`src/rtl/seg7_pkg.sv`:
```
`default_nettype none
// ============================================================================
// Module   : seg7_pkg
// Purpose  : Shared 7-segment definitions: segment bit order, glyph
//            constants, slot-state encoding and the BCD decode function.
// Revision : 1.0 - initial release
// ============================================================================
package seg7_pkg;

  // Segment vector, active-high. Bit order: bit0 = a, bit1 = b, ... bit6 = g.
  typedef logic [6:0] seg_t;

  localparam seg_t SEG_A = 7'h01;
  localparam seg_t SEG_B = 7'h02;
  localparam seg_t SEG_C = 7'h04;
  localparam seg_t SEG_D = 7'h08;
  localparam seg_t SEG_E = 7'h10;
  localparam seg_t SEG_F = 7'h20;
  localparam seg_t SEG_G = 7'h40;

  localparam seg_t SEG_0    = SEG_A | SEG_B | SEG_C | SEG_D | SEG_E | SEG_F;
  localparam seg_t SEG_1    = SEG_B | SEG_C;
  localparam seg_t SEG_2    = SEG_A | SEG_B | SEG_D | SEG_E | SEG_G;
  localparam seg_t SEG_3    = SEG_A | SEG_B | SEG_C | SEG_D | SEG_G;
  localparam seg_t SEG_4    = SEG_B | SEG_C | SEG_F | SEG_G;
  localparam seg_t SEG_5    = SEG_A | SEG_C | SEG_D | SEG_F | SEG_G;
  localparam seg_t SEG_6    = SEG_A | SEG_C | SEG_D | SEG_E | SEG_F | SEG_G;
  localparam seg_t SEG_7    = SEG_A | SEG_B | SEG_C;
  localparam seg_t SEG_8    = SEG_A | SEG_B | SEG_C | SEG_D | SEG_E | SEG_F | SEG_G;
  localparam seg_t SEG_9    = SEG_A | SEG_B | SEG_C | SEG_D | SEG_F | SEG_G;
  localparam seg_t SEG_DASH = SEG_G;

  // Phase within one digit slot: blank guard first, then the digit is lit.
  typedef enum logic {
    ST_GUARD = 1'b0,
    ST_DRIVE = 1'b1
  } slot_state_e;

  // Non-decimal codes render as a dash so a corrupted counter is visible.
  function automatic seg_t bcd_to_seg(input logic [3:0] bcd);
    seg_t seg;
    case (bcd)
      4'd0:    seg = SEG_0;
      4'd1:    seg = SEG_1;
      4'd2:    seg = SEG_2;
      4'd3:    seg = SEG_3;
      4'd4:    seg = SEG_4;
      4'd5:    seg = SEG_5;
      4'd6:    seg = SEG_6;
      4'd7:    seg = SEG_7;
      4'd8:    seg = SEG_8;
      4'd9:    seg = SEG_9;
      default: seg = SEG_DASH;
    endcase
    return seg;
  endfunction

endpackage
`default_nettype wire

```
`src/rtl/seg7_scan_driver_if.sv`:
```
`default_nettype none
// ============================================================================
// Module   : seg7_scan_driver_if
// Purpose  : Bundle between the BCD counter side (master) and the scanned
//            7-segment display driver (slave).
// Revision : 1.0 - initial release
// ============================================================================
interface seg7_scan_driver_if #(
  parameter int NUM_DIGITS = 4
);

  logic [4*NUM_DIGITS-1:0] digits_i;
  logic [NUM_DIGITS-1:0]   dp_i;
  logic [NUM_DIGITS-1:0]   blink_i;
  logic                    blink_tick_i;
  logic                    lz_blank_i;
  logic [6:0]              seg_o;
  logic                    dp_o;
  logic [NUM_DIGITS-1:0]   dig_o;
  logic                    frame_o;

  modport master (
    output digits_i, dp_i, blink_i, blink_tick_i, lz_blank_i,
    input  seg_o, dp_o, dig_o, frame_o
  );

  modport slave (
    input  digits_i, dp_i, blink_i, blink_tick_i, lz_blank_i,
    output seg_o, dp_o, dig_o, frame_o
  );

endinterface
`default_nettype wire

```
`src/rtl/bcd_to_seg7.sv`:
```
`default_nettype none
// ============================================================================
// Module   : bcd_to_seg7
// Purpose  : Combinational BCD to 7-segment decoder (active-high segments).
// Revision : 1.0 - initial release
// ============================================================================
module bcd_to_seg7
  import seg7_pkg::*;
(
  input  logic [3:0] bcd_i,
  output seg_t       seg_o
);

  // Pure lookup through the shared decode function.
  always_comb begin
    seg_o = bcd_to_seg(bcd_i);
  end

endmodule
`default_nettype wire

```
`src/rtl/seg7_scan_driver.sv`:
```
`default_nettype none
// ============================================================================
// Module   : seg7_scan_driver
// Purpose  : Time-multiplexed common-cathode 7-segment driver with guard
//            blanking, once-per-frame input snapshot, leading-zero
//            suppression, decimal points and per-digit blinking.
// Revision : 1.0 - initial release
// ============================================================================
module seg7_scan_driver
  import seg7_pkg::*;
#(
  parameter int NUM_DIGITS   = 4,
  parameter int SCAN_DIV     = 1000,
  parameter int GUARD_CYCLES = 16
) (
  input  logic              clk_i,
  input  logic              rst_i,
  seg7_scan_driver_if.slave bus
);

  localparam int                CNT_W     = (SCAN_DIV > 1) ? $clog2(SCAN_DIV) : 1;
  localparam int                IDX_W     = (NUM_DIGITS > 1) ? $clog2(NUM_DIGITS) : 1;
  localparam logic [CNT_W-1:0]  CNT_LAST  = CNT_W'(SCAN_DIV - 1);
  localparam logic [CNT_W-1:0]  CNT_GUARD = CNT_W'(GUARD_CYCLES);
  localparam logic [IDX_W-1:0]  IDX_LAST  = IDX_W'(NUM_DIGITS - 1);

  logic [CNT_W-1:0]        cnt_q, cnt_d;
  logic [IDX_W-1:0]        idx_q, idx_d;
  logic                    phase_q, phase_d;
  logic [4*NUM_DIGITS-1:0] snap_digits_q, snap_digits_d;
  logic [NUM_DIGITS-1:0]   snap_dp_q, snap_dp_d;
  logic [NUM_DIGITS-1:0]   snap_blink_q, snap_blink_d;
  logic                    snap_lz_q, snap_lz_d;
  logic                    snap_phase_q, snap_phase_d;
  seg_t                    seg_q, seg_d;
  logic                    dp_q, dp_d;
  logic [NUM_DIGITS-1:0]   dig_q, dig_d;
  logic                    frame_q, frame_d;

  logic                    snap_load;
  slot_state_e             slot_state;
  logic [NUM_DIGITS-1:0]   lz_mask;
  logic                    blank;
  logic [3:0]              cur_bcd;
  seg_t                    cur_seg;

  bcd_to_seg7 u_dec (
    .bcd_i (cur_bcd),
    .seg_o (cur_seg)
  );

  // Slot counter, digit index, blink phase and frame snapshot next-state.
  always_comb begin
    snap_load = (cnt_q == '0) && (idx_q == '0);
    cnt_d     = (cnt_q == CNT_LAST) ? '0 : cnt_q + CNT_W'(1);
    idx_d     = idx_q;
    if (cnt_q == CNT_LAST) begin
      idx_d = (idx_q == IDX_LAST) ? '0 : idx_q + IDX_W'(1);
    end
    // The snapshot takes the phase as it stands, so a coincident tick lands next frame.
    phase_d       = phase_q ^ bus.blink_tick_i;
    snap_digits_d = snap_load ? bus.digits_i   : snap_digits_q;
    snap_dp_d     = snap_load ? bus.dp_i       : snap_dp_q;
    snap_blink_d  = snap_load ? bus.blink_i    : snap_blink_q;
    snap_lz_d     = snap_load ? bus.lz_blank_i : snap_lz_q;
    snap_phase_d  = snap_load ? phase_q        : snap_phase_q;
    frame_d       = snap_load;
  end

  // Leading-zero mask: digit d is suppressed when it and every digit above it is zero.
  always_comb begin : b_lz
    logic all_zero;
    lz_mask  = '0;
    all_zero = 1'b1;
    for (int d = NUM_DIGITS - 1; d >= 0; d--) begin
      all_zero   = all_zero & (snap_digits_q[4*d +: 4] == 4'd0);
      lz_mask[d] = snap_lz_q & all_zero & (d != 0);
    end
  end

  // Slot phase decode and next display outputs for the current digit.
  always_comb begin
    slot_state = (cnt_q < CNT_GUARD) ? ST_GUARD : ST_DRIVE;
    cur_bcd    = snap_digits_q[{idx_q, 2'b00} +: 4];
    blank      = (snap_blink_q[idx_q] & snap_phase_q) | lz_mask[idx_q];
    seg_d      = '0;
    dp_d       = 1'b0;
    dig_d      = '0;
    if (slot_state == ST_DRIVE) begin
      dig_d[idx_q] = 1'b1;
      if (!blank) begin
        seg_d = cur_seg;
        dp_d  = snap_dp_q[idx_q];
      end
    end
  end

  // All state and outputs registered; reset clears everything.
  always_ff @(posedge clk_i) begin
    if (rst_i) begin
      cnt_q         <= '0;
      idx_q         <= '0;
      phase_q       <= 1'b0;
      snap_digits_q <= '0;
      snap_dp_q     <= '0;
      snap_blink_q  <= '0;
      snap_lz_q     <= 1'b0;
      snap_phase_q  <= 1'b0;
      seg_q         <= '0;
      dp_q          <= 1'b0;
      dig_q         <= '0;
      frame_q       <= 1'b0;
    end else begin
      cnt_q         <= cnt_d;
      idx_q         <= idx_d;
      phase_q       <= phase_d;
      snap_digits_q <= snap_digits_d;
      snap_dp_q     <= snap_dp_d;
      snap_blink_q  <= snap_blink_d;
      snap_lz_q     <= snap_lz_d;
      snap_phase_q  <= snap_phase_d;
      seg_q         <= seg_d;
      dp_q          <= dp_d;
      dig_q         <= dig_d;
      frame_q       <= frame_d;
    end
  end

  assign bus.seg_o   = seg_q;
  assign bus.dp_o    = dp_q;
  assign bus.dig_o   = dig_q;
  assign bus.frame_o = frame_q;

endmodule
`default_nettype wire

```
`src/flat_wrapper.sv`:
```
// flat-port wrapper written by rule: the top's interface ports become plain ports
module seg7_scan_driver_flat import seg7_pkg::*;
#(
  parameter int NUM_DIGITS   = 4,
  parameter int SCAN_DIV     = 1000,
  parameter int GUARD_CYCLES = 16
)
  (clk_i, rst_i, bus_digits_i, bus_dp_i, bus_blink_i, bus_blink_tick_i, bus_lz_blank_i, bus_seg_o, bus_dp_o, bus_dig_o, bus_frame_o);
  seg7_scan_driver_if #(.NUM_DIGITS(NUM_DIGITS)) bus_i ();
  input  logic clk_i;
  input  logic rst_i;
  input wire logic [$bits(bus_i.digits_i)-1:0] bus_digits_i;
  input wire logic [$bits(bus_i.dp_i)-1:0] bus_dp_i;
  input wire logic [$bits(bus_i.blink_i)-1:0] bus_blink_i;
  input wire logic [$bits(bus_i.blink_tick_i)-1:0] bus_blink_tick_i;
  input wire logic [$bits(bus_i.lz_blank_i)-1:0] bus_lz_blank_i;
  output wire logic [$bits(bus_i.seg_o)-1:0] bus_seg_o;
  output wire logic [$bits(bus_i.dp_o)-1:0] bus_dp_o;
  output wire logic [$bits(bus_i.dig_o)-1:0] bus_dig_o;
  output wire logic [$bits(bus_i.frame_o)-1:0] bus_frame_o;
  assign bus_i.digits_i = bus_digits_i;
  assign bus_i.dp_i = bus_dp_i;
  assign bus_i.blink_i = bus_blink_i;
  assign bus_i.blink_tick_i = bus_blink_tick_i;
  assign bus_i.lz_blank_i = bus_lz_blank_i;
  assign bus_seg_o = bus_i.seg_o;
  assign bus_dp_o = bus_i.dp_o;
  assign bus_dig_o = bus_i.dig_o;
  assign bus_frame_o = bus_i.frame_o;
  seg7_scan_driver #(.NUM_DIGITS(NUM_DIGITS), .SCAN_DIV(SCAN_DIV), .GUARD_CYCLES(GUARD_CYCLES)) u_core (.clk_i(clk_i), .rst_i(rst_i), .bus(bus_i));
endmodule
```
`config.mk`:
```
export PLATFORM = sky130hd
export DESIGN_NAME = seg7_scan_driver_flat
export DESIGN_NICKNAME = d
export VERILOG_FILES = /design/src/rtl/seg7_pkg.sv /design/src/rtl/seg7_scan_driver_if.sv /design/src/rtl/bcd_to_seg7.sv /design/src/rtl/seg7_scan_driver.sv /design/src/flat_wrapper.sv
export SDC_FILE = /design/constraint.sdc
export NUM_CORES = 1
export LEC_CHECK = 0
export BUFFER_PORTS_ARGS = -buffer_cell sky130_fd_sc_hd__clkbuf_2
export CAP_MARGIN = 20
export CORE_ASPECT_RATIO = 0.7
export CORE_MARGIN = 2
export CORE_UTILIZATION = 50
export CTS_CLUSTER_DIAMETER = 40
export DETAILED_ROUTE_END_ITERATION = 12
export HOLD_SLACK_MARGIN = 0.12
export PLACE_DENSITY = 0.72
export SLEW_MARGIN = 20
export SYNTH_ARGS = -nofsm -noshare
export SYNTH_HDL_FRONTEND = slang
export SYNTH_HIERARCHICAL = 1
export SYNTH_SLANG_ARGS = --single-unit
```
`constraint.sdc`:
```
create_clock -name clk_i -period 1.8 [get_ports clk_i]
set_input_delay 0.27 -clock clk_i [delete_from_list [all_inputs] [get_ports clk_i]]
set_output_delay 0.27 -clock clk_i [all_outputs]
set_load 0.005 [all_outputs]
```
# Word-level counts from Yosys, hierarchy flattened
# Memories as Yosys holds them, arrays and structs flattened. A register that Yosys moved wholly into a read port is not among the register bits.
# Cells that the tools add are included.
# word_totals
input_bits,28
rom_bits,112
out_inout_bits,13
n_memories,1
elab_cells,47
register_bits,45
# mem_list
memory,depth,width,rd,rd_clocked_by_memory_dff,write_ports,line,rtl
(no name shown),16,7,1,1,0,seg7_pkg.sv:42,case (bcd)
# classes
n_addsub,2
shift,1
mux,9
order_cmp,3
reduce_logical,10
eq_ne,2
bitwise_logic,8
# ops
operator,n
$shiftx 16x5->4,1
$logic_not 4->1,3
$add 10x1->10 const B,1
$eq 10x10->1 const B,1
$logic_not 10->1,1
$lt 10x5->1 const B,1
$and 1x1->1,6
$bmux 1 s2,3
$mux 1,4
$reduce_or 2->1,2
$lt 2x3->1 const B,1
$reduce_or 3->1,1
$add 2x1->2 const B,1
$demux 1 s2,1
$eq 2x2->1 const B,1
$ge 2x1->1 const B,1
$logic_and 1x1->1,2
$logic_not 2->1,1
$mux 2,1
$or 1x1->1,1
$xor 1x1->1,1

# Logic depth before layout (Yosys ltp)
# Gate-level depths: netlist of run 1.
# depth
depth_word,8
mapped_depth,9
ltp_nobuf,7

# Cells and area by module
# Netlist of run 1, hierarchy kept.
# modules_own_cells
module,seq_area_each_um2,cells_each,instances,area_per_inst_um2
seg7_scan_driver,1041.0,205,1,2162.1
bcd_to_seg7,0.0,29,1,227.7

# Worst setup path after synthesis of run 1
# OpenSTA, ideal clock, no wires.
# synth_path
path_type,register to register
startpoint,register u_core.idx_q[0]
endpoint,"register u_core.seg_q[0], in the netlist u_core/bus.seg_o[0]"
required_time_ns,1.735
setup_slack_ns,-0.175
path_buffers,1
stages_incl_launch_ff,8
setup_ns,0.065
arrival_time_ns,1.910
synth_period_minus_slack_ns,1.975
path_cell_list,dfxtp_1 > buf_2 > mux4_2 > ha_1 > mux2_2 > o22ai_1 > nand3_1 > nor2_1
# synth_via
word_cells_on_any_way,8
classes_between,shift: 1; mux: 4; bitwise: 2; reduce/logical: 1
# synth_lines
item,line,rtl
"start, declared",seg7_scan_driver.sv:28,"logic [IDX_W-1:0] idx_q, idx_d;"
"start signal, assigned",seg7_scan_driver.sv:115,idx_q <= idx_d;
$shiftx 16x5->4,seg7_scan_driver.sv:84,"cur_bcd = snap_digits_q[{idx_q, 2'b00} +: 4];"
via u_core.cur_bcd[0],seg7_scan_driver.sv:44,logic [3:0] cur_bcd;
"end, declared",seg7_scan_driver.sv:35,"seg_t seg_q, seg_d;"
# The timed path passes the listed nets, and every way through them passes these cells. The select of a mux whose other input is x is not followed.
# A chain may end at the register's enable or synchronous reset.

# Worst setup path in the final report of run 1
# Ends and elaborated chain as after synthesis.

==> out/qor.csv, run 1 <==
metric;value;unit
GRT Util Overall;17.3;%
Die H;61.8;um
critical path fanouts, max;6;
clock buffer count from CTS;5;
syn nets;274;
Worst Path Arrival;2070;ps
TritonCTS Sinks;52;
Synth top area share;43.6;%
Min Hold Slack;193;ps
initial antenna violation count;0;
Worst-Skew Late Latency;300;ps
Synth Instances;234;
Hold Path Stages;3;
DP Wirelength;3220;um
worst slew pin tran;821;ps
leakage;1.28;nW
worst reg2reg path endpoint;u_core/bus.seg_o[0];
Core Area;4680;um2
Peak VDD IR;0.477;mV
WS Path Type;register to register;
status;finished with violations;
die area;5360;um2
post-route insts no fill;339;
Diodes inserted;0;
Layout area overhead;18.5;%
final worst-path cycle share;102;%
post-synth top area cell;dfxtp_1;
max cap viols;0;
Avg Inst Size Synth;10.2;um2
vias in the first global route;1561;
Reg clk slew, reported paths;100;ps
Worst Setup End Kind;register;
Initial Util;51.1;%
RSZ-0062 raised after global routing;yes;
Hold Path End;u_core/snap_digits_q[2];
top cells by area, synth;dfxtp_1 44%, mux2i_1 12%, nor2_1 8.0%;
share of post-route cells with drive strength above 1;29.4;%
Clock Skew;8.82;ps
global-route wire length before repair;7180;um
DR vias/cell;5.11;
hold_sp;bus_digits_i[2];
Final #Nets;321;
gr ovfl total;0;
Slew Limit Fails;0;
DRT Pass-1 Iters;4;
Critical Path RT;2030;ps
CTS H-tree depth;2;
Max Fclk;544;MHz
failing checks;setup timing;
die width;86.6;um
Cell Pwr Density;847;nW/um2
Worst Reg-to-Reg Cells;6;
# IOs;41;
sequential area share after synthesis;43.6;%
Placer Congestion;0.813;
asr flop ratio synth;0;%
most frequent cells in the layout;51 x nor2_1, 50 x dfxtp_1, 40 x clkbuf_2;
DRT Wirelength;4670;um
clk buf depth;2;
ANT nets after route;0;
fill count;388;
most common library cell in the layout ignoring fill and taps;nor2_1;
WL per Instance;13.8;um
flop2flop setup slack;-40;ps
Setup WS post-layout;-39.5;ps
ys flop type;dfxtp_1;
fin crit period;1840;ps
placed cell count;327;
Synth Register Bits;52;
synth warn;6;
Netlist cell types;36;
final setup fails;3;
Critical Path Start Type;register;
Core Util, Final;60.6;%
Cell Rows;21;
CTS tree;built;
root buf cell;clkbuf_8;
Port Buffers;40;
final setup TNS;-67.7;ps
mapped cell area;2390;um2
CTS Hold Bufs;0;
largest net degree at the start of global routing;34;
Slew HR;45.3;%
DRC viols;0;
class of the worst hold path;input pin to register;
final hold vios;0;
DR iter-0 viols;105;
Post-synth EDFFs;0;
critical register-to-register path startpoint;u_core/idx_q[0];
Vias;1732;
==> power breakdown <==
part / switching, mW / internal, mW
clock network: 0.376 / 0.315
registers: 0.0504 / 1.22
logic: 0.199 / 0.243
total: 0.626 / 1.77
==> cell families (layout without fill, tap and decap cells) <==
kind of cell | count (synthesis) | after routing | share of synthesized area [%]
mux | 35 | 35 | 17.9
compound gates | 12 | 12 | 3.35
xor+xnor | 9 | 9 | 3.30
buf+inv | 23 | 71 | 7.28
flops | 52 | 52 | 43.6
fa+ha+maj | 12 | 12 | 6.28
simple gates | 91 | 91 | 18.4
==> cell usage after synthesis (2+ instances only) <==
cell type,number
dfxtp_1,52
nor4_1,3
a21oi_1,2
buf_6,4
buf_12,2
xnor2_1,6
buf_2,3
inv_1,10
nand4_1,2
nor3_1,2
and2_1,4
nor2b_1,3
nand2_1,6
mux2i_1,28
o21ai_0,3
mux4_2,6
a21o_1,2
o22ai_1,3
nor2_1,51
ha_1,12
xor2_1,3
nand3_1,12
clkbuf_8,2
==> worst max-delay path by stage <==
stage | start | end | slack [ps] | depth (start not counted)
global route | u_core/idx_q[0] | u_core/bus.seg_o[0] | -140 | 6
global placement | u_core/idx_q[0] | u_core/bus.seg_o[0] | 20 | 6
finish | u_core/idx_q[0] | u_core/bus.seg_o[0] | -40 | 6
floorplan | u_core/idx_q[0] | u_core/bus.seg_o[0] | -8 | 7
detailed placement | u_core/idx_q[0] | u_core/bus.seg_o[0] | -40 | 6
CTS | u_core/idx_q[0] | u_core/bus.seg_o[0] | -40 | 6
==> worst max-delay path, stage by stage, from the launching register on <==
cell	delay, ps
dfxtp_4	400
mux4_2	540
ha_2	190
mux2_4	280
o22ai_2	150
nand3_1	90
nor2_1	110
==> routing by layer <==
metal	GRT usage, %	vias to the layer above	wire (um)
met4	5.36	0	36
met1	23.9	798	2310
met3	4.62	5	293
li1	-	884	-
met5	0	-	0
met2	26.9	45	2030
==> final cells by class <==
type | instances | area (um2) | share of cell area (%)
Clock buffer | 6 | 82.6 | 2.92
Clock inverter | 2 | 13.8 | 0.486
Inverter | 10 | 40.0 | 1.41
Multi-Input combinational cell | 159 | 1230 | 43.6
Sequential cell | 52 | 1050 | 36.9
Tap cell | 57 | 71.3 | 2.52
Timing Repair Buffer | 53 | 345 | 12.2
==> stage by stage <==
stage | power (mW) | instance area [um2] | worst slack, ps
4_1_cts | 2.35 | 2710 | -37.3
5_1_grt | 2.52 | 2830 | -144
3_3_place_gp | 1.65 | 2610 | 16.3
2_1_floorplan | 1.60 | 2400 | -7.51
6_report | 2.40 | 2830 | -39.5
3_5_place_dp | 1.66 | 2610 | -38.1
==> registers in the layout, summed over array words and instances (netlist names) <==
register,flops
u_core/bus.seg_o,7
u_core/phase_q,1
u_core/snap_phase_q,1
u_core/snap_digits_q,16
u_core/bus.dig_o,4
u_core/idx_q,2
u_core/bus.frame_o,1
u_core/snap_lz_q,1
u_core/cnt_q,10
u_core/snap_dp_q,4
u_core/bus.dp_o,1
u_core/snap_blink_q,4
==> timing repair <==
| action | 4_1_cts | 5_1_grt |
|---|---|---|
| setup buffers | 0 | 2 |
| pin swaps | 1 | 5 |
| endpoints found under the setup margin | 6 | 32 |
| resized for setup | 2 | 13 |
| cloned | 0 | 2 |
Note: power is estimated with default switching activity, not from simulation.
==> inputs of run 2 (changes only) <==
--- a/config.mk
+++ b/config.mk
@@ -9,11 +9,11 @@
 export CAP_MARGIN = 20
 export CORE_ASPECT_RATIO = 0.7
 export CORE_MARGIN = 2
-export CORE_UTILIZATION = 50
+export CORE_UTILIZATION = 54
 export CTS_CLUSTER_DIAMETER = 40
 export DETAILED_ROUTE_END_ITERATION = 12
 export HOLD_SLACK_MARGIN = 0.12
-export PLACE_DENSITY = 0.72
+export PLACE_DENSITY = 0.74
 export SLEW_MARGIN = 20
 export SYNTH_ARGS = -nofsm -noshare
 export SYNTH_HDL_FRONTEND = slang
==> constraint.sdc (replaced) <==
create_clock -name clk_i -period 1.75 [get_ports clk_i]
set_input_delay 0.2625 -clock clk_i [delete_from_list [all_inputs] [get_ports clk_i]]
set_output_delay 0.2625 -clock clk_i [all_outputs]
set_load 0.005 [all_outputs]
==> run 2 against run 1 <==
Net effect: the flow still finishes with violations (setup timing); critical path depth unchanged; non-clock buffer count up 5; wire length up 1.1%; worst hold slack worse by 3.0 ps; design area up 2.4%; sequential power about the same; combinational power up 9.0%; clock power down 4.5%; setup slack worse by 67 ps; largest cell class unchanged; highest routed layer is now met3.
==> out/qor.csv, run 2 (same netlist as run 1, synthesis figures left out) <==
metric;value;unit
Diodes inserted;0;
max cap viols;0;
Worst path top cell family by delay;multiplexers;
Reg clk slew, reported paths;90;ps
leakage;1.30;nW
root buf cell;clkbuf_8;
Final #Nets;326;
Worst Reg-to-Reg Cells;6;
area post-placement;2620;um2
DRT Pass-1 Iters;4;
DP Wirelength;3320;um
Peak VDD IR;0.562;mV
Worst Setup End Kind;register;
ANT nets after route;0;
Placer Congestion;0.825;
DR vias/cell;5.20;
Top reg by flops;u_core/snap_digits_q;
Port Buffers;40;
CTS H-tree depth;2;
final setup fails;26;
Worst-Skew Late Latency;300;ps
WS Path Type;register to register;
Cell Pwr Density;844;nW/um2
CP bufs+invs;0;
final instance area;2900;um2
Core Area;4300;um2
class of the worst hold path;input pin to register;
CP peak stage delay;570;ps
worst slew pin tran;803;ps
gr ovfl total;0;
cells along the critical path;mux4_2 > ha_4 > mux2_4 > o22ai_1 > nand3_1 > nor2_1;
flop2flop setup slack;-110;ps
max reg flops;16;
initial antenna violation count;0;
hold_sp;bus_blink_i[2];
critical path fanouts, max;5;
critical register-to-register path startpoint;u_core/idx_q[0];
slowest CP cell;mux4_2;
Core Util, Final;67.4;%
Clock Skew;4.95;ps
Slew Limit Fails;0;
global-route wire length before repair;7510;um
worst reg2reg path endpoint;u_core/bus.seg_o[0];
CTS tree;built;
die width;83.5;um
Vias;1778;
final worst-path cycle share;106;%
WL per Instance;13.8;um
Critical Path Start Type;register;
Cell Rows;20;
Setup WS post-layout;-106;ps
post-route insts no fill;342;
clock buffer count from CTS;5;
placed cell count;327;
Initial Util;55.5;%
clk buf depth;2;
status;finished with violations;
TritonCTS Sinks;52;
DR iter-0 viols;62;
die area;4980;um2
share of post-route cells with drive strength above 1;32.4;%
Max Fclk;539;MHz
vias in the first global route;1623;
largest net degree at the start of global routing;34;
Hold Path End;u_core/snap_blink_q[2];
Layout area overhead;21.4;%
Slew HR;46.5;%
Worst Path Arrival;2100;ps
DRC viols;0;
RSZ-0062 raised after global routing;yes;
fin crit period;1860;ps
# IOs;41;
GRT Util Overall;19.1;%
most frequent cells in the layout;51 x nor2_1, 51 x dfxtp_1, 40 x clkbuf_2;
failing checks;setup timing;
final hold vios;0;
Die H;59.7;um
Critical Path RT;1990;ps
final setup TNS;-699;ps
DRT Wirelength;4720;um
Hold Path Stages;3;
[run 2: changes by cell type in the layout (fill, tap and decap cells not counted), moves of 2 or more]
cell	change
ha_4	+2
buf_4	+3
mux2i_1	-3
mux2i_2	+3
buf_6	+2
[run 2: worst max-delay path by stage]
| stage | cells after the start | from | slack [ps] | endpoint |
|---|---|---|---|---|
| 2_1_floorplan | 7 | u_core/idx_q[0] | -60 | u_core/bus.seg_o[0] |
| 3_3_place_gp | 6 | u_core/idx_q[0] | -20 | u_core/bus.seg_o[0] |
| 3_5_place_dp | 6 | u_core/idx_q[0] | -70 | u_core/bus.seg_o[2] |
| 4_1_cts | 6 | u_core/idx_q[0] | -70 | u_core/bus.seg_o[3] |
| 5_1_grt | 6 | u_core/idx_q[0] | -170 | u_core/bus.seg_o[3] |
| 6_report | 6 | u_core/idx_q[0] | -110 | u_core/bus.seg_o[0] |
[run 2: cell type report]
type / count / area (um2)
clock buffers: 5 / 68.8
clock inverters: 3 / 18.8
fillers: 344 / 1400
inverters: 10 / 42.5
multi-input cells: 159 / 1270
flip-flops and latches: 52 / 1040
well taps: 55 / 68.8
repair buffers: 58 / 390
[run 2: where the power goes]
part	internal (mW)	switching [mW]	total (mW)
registers	1.25	0.0539	1.30
logic	0.265	0.217	0.482
clock network	0.279	0.381	0.660
[run 2: routing by layer]
metal | global-route usage, % | up-vias | share of wire, %
li1 | - | 897 | -
met1 | 26.9 | 834 | 52
met2 | 29.7 | 47 | 43
met3 | 4.83 | 0 | 4.7
met4 | 5.53 | 0 | 0
met5 | 0 | - | 0
[run 2: repair_timing]
action                                  CTS  global route
buffers inserted                          1             3
resized for setup                         3            19
hold buffers                              0             0
endpoints found under the setup margin   33            34
cloned                                    0             3
pin swaps                                 0             8
[run 2: worst register-to-register path: cells and delay by family, from the launching register on]
kind	cells	cell delay, ps
multiplexers	2	850
AND/OR/NAND/NOR	2	200
AO/OA/AOI/OAI	1	170
flip-flops	1	390
adder cells (fa/ha/maj)	1	190
[run 2: per-stage QoR]
step                total power [mW]  setup slack (ps)  hold WS (ps)
global route                    2.57              -173           188
finish                          2.45              -106           190
floorplan                       1.65             -57.5           399
global placement                1.70             -18.9           450
CTS                             2.39             -73.5           184
detailed placement              1.72             -72.7           462
